==> config.mk <==
export PLATFORM = sky130hd
export DESIGN_NAME = clk_div_prog
export DESIGN_NICKNAME = d
export VERILOG_FILES = /design/src/rtl/clk_div_pkg.sv /design/src/rtl/clk_div_cfg.sv /design/src/rtl/clk_div_prog.sv
export SDC_FILE = /design/constraint.sdc
export NUM_CORES = 1
export LEC_CHECK = 0
export ABC_AREA = 1
export CORE_MARGIN = 2
export CORE_UTILIZATION = 56
export DETAILED_ROUTE_END_ITERATION = 8
export PLACE_DENSITY_LB_ADDON = 0.3
export SETUP_SLACK_MARGIN = 0.1
export SYNTH_ARGS = -nofsm -noshare
export SYNTH_HDL_FRONTEND = slang
export SYNTH_SLANG_ARGS = --single-unit
==> constraint.sdc <==
create_clock -name clk -period 3.4 [get_ports clk]
set_input_delay 0.68 -clock clk [delete_from_list [all_inputs] [get_ports clk]]
set_output_delay 0.68 -clock clk [all_outputs]
set_load 0.01 [all_outputs]
==> src/rtl/clk_div_pkg.sv <==
// Shared constants and helpers for the programmable clock divider.
package clk_div_pkg;

    localparam int CNT_W_DEF = 8;
    localparam int MIN_DIV   = 2;

    // Divisors 0 and 1 cannot produce a toggling clock.
    function automatic logic div_legal(input logic [31:0] value);
        return (value >= 32'(MIN_DIV));
    endfunction

    // High time in whole clk cycles: floor(N/2).
    function automatic logic [31:0] high_cycles(input logic [31:0] n);
        return (n >> 1);
    endfunction

endpackage

==> src/rtl/clk_div_cfg.sv <==
// Divisor configuration: load handshake, pending slot, sticky error flag
// and the rule deciding when a pending divisor becomes active.
module clk_div_cfg
    import clk_div_pkg::*;
#(
    parameter int CNT_W       = CNT_W_DEF,
    parameter int DEFAULT_DIV = 3
) (
    input  logic             clk,
    input  logic             rst,
    input  logic             div_valid,
    input  logic [CNT_W-1:0] div_value,
    output logic             div_ready,
    output logic             cfg_err,
    input  logic             running,
    input  logic             boundary,
    output logic [CNT_W-1:0] div_act,
    output logic [CNT_W-1:0] div_nxt
);

    logic             pend_v;
    logic [CNT_W-1:0] pend;
    logic [CNT_W-1:0] div_q;
    logic             apply;
    logic             accept;

    // A pending value can only exist from an earlier edge, so an acceptance
    // edge that is also a boundary never applies the value it just accepted.
    assign apply     = pend_v && (boundary || !running);
    assign accept    = div_valid && !pend_v;
    assign div_ready = !pend_v;
    assign div_act   = div_q;
    assign div_nxt   = apply ? pend : div_q;

    // Pending slot, active divisor and sticky error register.
    always_ff @(posedge clk or posedge rst) begin
        if (rst) begin
            pend_v  <= 1'b0;
            pend    <= '0;
            div_q   <= CNT_W'(DEFAULT_DIV);
            cfg_err <= 1'b0;
        end else begin
            if (apply) begin
                div_q  <= pend;
                pend_v <= 1'b0;
            end
            if (accept) begin
                if (div_legal(32'(div_value))) begin
                    pend   <= div_value;
                    pend_v <= 1'b1;
                end else begin
                    cfg_err <= 1'b1;
                end
            end
        end
    end

endmodule

==> src/rtl/clk_div_prog.sv <==
// Programmable integer clock divider with glitch-free divisor changes,
// clean start/stop and a tick at each rising edge of out.
// Optional macro ODD_DUTY50_EN: odd divisors get 50% duty via a
// negedge-retimed copy of the output phase.
module clk_div_prog
    import clk_div_pkg::*;
#(
    parameter int CNT_W       = CNT_W_DEF,
    parameter int DEFAULT_DIV = 3
) (
    input  logic             clk,
    input  logic             rst,
    input  logic             en,
    input  logic             div_valid,
    output logic             div_ready,
    input  logic [CNT_W-1:0] div_value,
    output logic             out,
    output logic             tick,
    output logic             cfg_err
);

    logic [CNT_W-1:0] cnt, cnt_n;
    logic             running, run_n;
    logic             out_q, out_n, tick_n;
    logic [CNT_W-1:0] div_act, div_nxt, hi_n;
    logic             boundary;

    assign boundary = running && (cnt == div_act - CNT_W'(1));

    clk_div_cfg #(
        .CNT_W       (CNT_W),
        .DEFAULT_DIV (DEFAULT_DIV)
    ) u_cfg (
        .clk       (clk),
        .rst       (rst),
        .div_valid (div_valid),
        .div_value (div_value),
        .div_ready (div_ready),
        .cfg_err   (cfg_err),
        .running   (running),
        .boundary  (boundary),
        .div_act   (div_act),
        .div_nxt   (div_nxt)
    );

    // Next counter/run state; stop is only honoured at a period boundary,
    // and the output phase uses the divisor in force for the next cycle.
    always_comb begin
        run_n = running;
        cnt_n = cnt;
        if (!running) begin
            if (en) begin
                run_n = 1'b1;
                cnt_n = '0;
            end
        end else if (boundary) begin
            cnt_n = '0;
            run_n = en;
        end else begin
            cnt_n = cnt + CNT_W'(1);
        end
        hi_n   = CNT_W'(high_cycles(32'(div_nxt)));
        out_n  = run_n && (cnt_n < hi_n);
        tick_n = run_n && (cnt_n == '0);
    end

    // Counter, run flag and registered output phase and tick.
    always_ff @(posedge clk or posedge rst) begin
        if (rst) begin
            cnt     <= '0;
            running <= 1'b0;
            out_q   <= 1'b0;
            tick    <= 1'b0;
        end else begin
            cnt     <= cnt_n;
            running <= run_n;
            out_q   <= out_n;
            tick    <= tick_n;
        end
    end

`ifdef ODD_DUTY50_EN
    logic odd_q, out_neg;

    // Remember whether the current cycle belongs to an odd-divisor period.
    always_ff @(posedge clk or posedge rst) begin
        if (rst) odd_q <= 1'b0;
        else     odd_q <= run_n && div_nxt[0];
    end

    // Half-cycle stretch of the high phase for odd divisors.
    always_ff @(negedge clk or posedge rst) begin
        if (rst) out_neg <= 1'b0;
        else     out_neg <= out_q && odd_q;
    end

    assign out = out_q | out_neg;
`else
    assign out = out_q;
`endif

endmodule

==> impl_metrics.yaml <==
sta:
  period_minus_slack_ps: 2900
  grt_setup_unrepaired: "false"
  setup-tns-final_ps: 0
  slew-limit-headroom_pct: 70.6
  finClkSkew_ps: 6.87
  slew_viol_final: 0
  worst_pin_slew_ps: 440
  finalCritPeriodShare_pct: 85.4
  setup_slack_ps: 496
  max_freq_mhz: 344
  finalHoldViolations: 0
  setup_viol: 0
run_status:
  status: "finished clean"
power:
  power_density_mw_per_mm2: 992
  p_total_w: 0.00194
  peakVddDrop_v: 0.000570
  p_leak_nw: 1.02
cts:
  cts_tree: "done"
  worst_skew_pair.late_latency_ps: 330
  clkSlewWorstSetupHoldPaths_ps: 90
  cts_made_buffers: 5
  hold_buffers: 0
  clockBufferDepth: 2
  cts_setup_buffers: 0
  clock-sinks: 29
  htree_num_levels: 2
  cts-root-buf: "clkbuf_4"
synth:
  synth-main-ff-cell: "dfrtp_1"
  async_flop_share_pct: 100
  synth_top_family_by_area: "simple AND/OR/NAND/NOR gates"
  ys.warnings.count: 0
  synthCells: 219
  synth_top_cell_area_share_pct: 39.2
  ys_top_cells_by_area: "dfrtp_1 39%, nand2_1 12%, inv_1 8.3%"
  synth_compound_area_share_pct: 8.50
  yosys-mux-area-fraction_pct: 3.27
  seq_area_frac_synth_pct: 42.3
  synth_area_sq_mm: 0.00172
  syn_area_per_cell_sq_um: 7.87
  yosys.area.top_type: "dfrtp_1"
  synth_simple_gate_area_share_pct: 26.7
  syn_nets: 239
  synth_fa_ha_area_share_pct: 5.81
  yosys_register_bits: 29
  synth_edf_count: 0
  ys_types: 30
  synth_xor_area_share_pct: 3.56
critical_path:
  reg2regPathDepth: 19
  required_ps: 3610
  start_kind: "register"
  worst_r2r_endpoint: "out"
  reg2reg_from: "u_cfg.div_act[0]"
  worstSetupPathType: "reg2reg"
  end_kind: "register"
  cp.arrival_ps: 3110
  timing.reg2reg.setup_slack_ps: 500
  path_max_fanout: 15
floorplan:
  dieArea_sq_mm: 0.00354
  rows: 20
  start_util_pct: 57.9
  die_w_um: 59.5
  io_pins: 16
  dieHeight_um: 59.5
  core_area_sq_mm: 0.00298
detailed_routing:
  routed-via-count: 1382
  final_antenna_net_count: 0
  wirelength_um: 3380
  drtPass1Iterations: 4
  routed_via_density: 5.06
  drc: 0
  wire_per_inst_um: 12.4
  drt_iter0_drc: 44
global_routing:
  grt_max_degree: 30
  grt_usage_pct: 22.8
  grt_pass1_vias: 1372
  grt_overflow: 0
  grt_first_pass_wirelength_um: 5880
  antenna_found_initial: 0
placed_design:
  pre_cts_slack_ps: 349
  portBuffers: 15
  dpl.hpwl_um: 2680
  gp_congestion: 0.841
hold_path:
  hold_depth: 1
  hold_path.class: "reg2reg"
  hp-start: "u_cfg.cfg_err"
  hold_path_end: "u_cfg.cfg_err"
finish:
  num_antenna_cells: 0
  nets: 259
  syn2layout_area_growth_pct: 13.5
  drive_above_1_share_pct: 13.8
  regArea_sq_um: 728
  fillCellCount: 258
  finish.utilization_pct: 65.7
  multi_input_area_sq_um: 827
job:
  maxCapViolations: 0
[synthesized netlist by cell type, types with 2 or more instances]
master and instances:
nand2_1 56, inv_1 38, dfrtp_1 27, nor2_1 15
nand3_1 12, o21ai_0 11, ha_1 8, mux2_2 5
nand2_2 5, o22ai_1 5, xor2_1 5, nor2_2 4
a21oi_1 3, nor3_1 3, nor3_2 3, dfstp_2 2
inv_2 2, nand4_1 2, xnor2_1 2
[per-layer routing]
metal | track usage (%) | wire length (um) | up-vias
li1 | - | - | 730
met1 | 28.6 | 1580 | 618
met3 | 5.90 | 139 | 4
met4 | 7.47 | 25 | 0
met2 | 38.3 | 1640 | 30
met5 | 0 | 0 | -
[flip-flops by register name, summed over array words and instances (netlist names)]
register	cells
cnt	8
u_cfg.div_act	8
u_cfg.pend	8
out	1
running	1
tick	1
u_cfg.cfg_err	1
u_cfg.pend_v	1
[placed cells by master, fill, tap and decap left out, types with 4 or more instances in the layout]
master            n
dfrtp_1          27
clkdlybuf4s50_1  15
clkbuf_4          5
mux2_2            5
o22ai_1           5
xor2_1            5
nor2_2            4
nand3_1          12
ha_1              8
nor2_1           15
nand2_2           6
nand2_1          55
o21ai_0           9
inv_1            38
[report_power, final]
group | internal (W) | switching [W]
clock | 0.0000785 | 0.000116
sequential | 0.000515 | 0.000125
combinational | 0.000435 | 0.000672
total | 0.00103 | 0.000912
[cells by family after synthesis]
logic type / count (synthesis)
AOI/OAI and AO/OA: 24
xor gates and xnor gates: 7
adders and majority gates: 8
buffers and inverters: 43
DFF: 29
muxes: 5
and+or+nand+nor: 103
[per-stage QoR]
step / instance area [sq um] / hold slack, ps / cells
5_1_grt: 1960 / 511 / 273
3_5_place_dp: 1900 / 469 / 265
6_report: 1960 / 486 / 273
3_3_place_gp: 1900 / 463 / 265
4_1_cts: 1950 / 491 / 273
2_1_floorplan: 1720 / 448 / 219
[worst max path at each step]
| stage | depth (start not counted) | endpoint | start | slack, ps |
|---|---|---|---|---|
| after global routing | 20 | out | u_cfg.div_act[0] | 120 |
| after floorplan | 20 | out | u_cfg.div_act[0] | 780 |
| after global placement | 19 | out | u_cfg.div_act[0] | 460 |
| after detailed placement | 18 | out | u_cfg.div_act[0] | 350 |
| after CTS | 18 | out | u_cfg.div_act[0] | 300 |
| final | 19 | out | u_cfg.div_act[0] | 500 |
[worst max-delay path, stage by stage (launching register included)]
cell     delay [ps]
dfstp_2         540
inv_1            80
ha_1            300
inv_1            40
nand2_1          50
nand2_1          40
nor2_1           80
nand3_1          70
nor2_1           90
nand2_1          50
nor2_1           80
nand2_1          70
nand2_2         190
nand2_2         210
nand2_1          90
o21ai_0         110
ha_1            310
a21oi_1          60
o31ai_1         270
a21oi_2          50
[cell type report]
type | count | area share [%]
multi-input combinational | 147 | 42.3
sequential | 29 | 37.2
timing repair buffer | 16 | 8.06
inverter | 40 | 7.68
clock buffer | 6 | 2.11
tap | 33 | 2.11
clock inverter | 2 | 0.512
[what timing repair did]
item / 4_1_cts / 5_1_grt
gates resized for setup: 0 / 3
hold endpoints to repair: 0 / 0
setup endpoints to repair: 0 / 1
No activity file was read; power rests on OpenSTA's default activity.
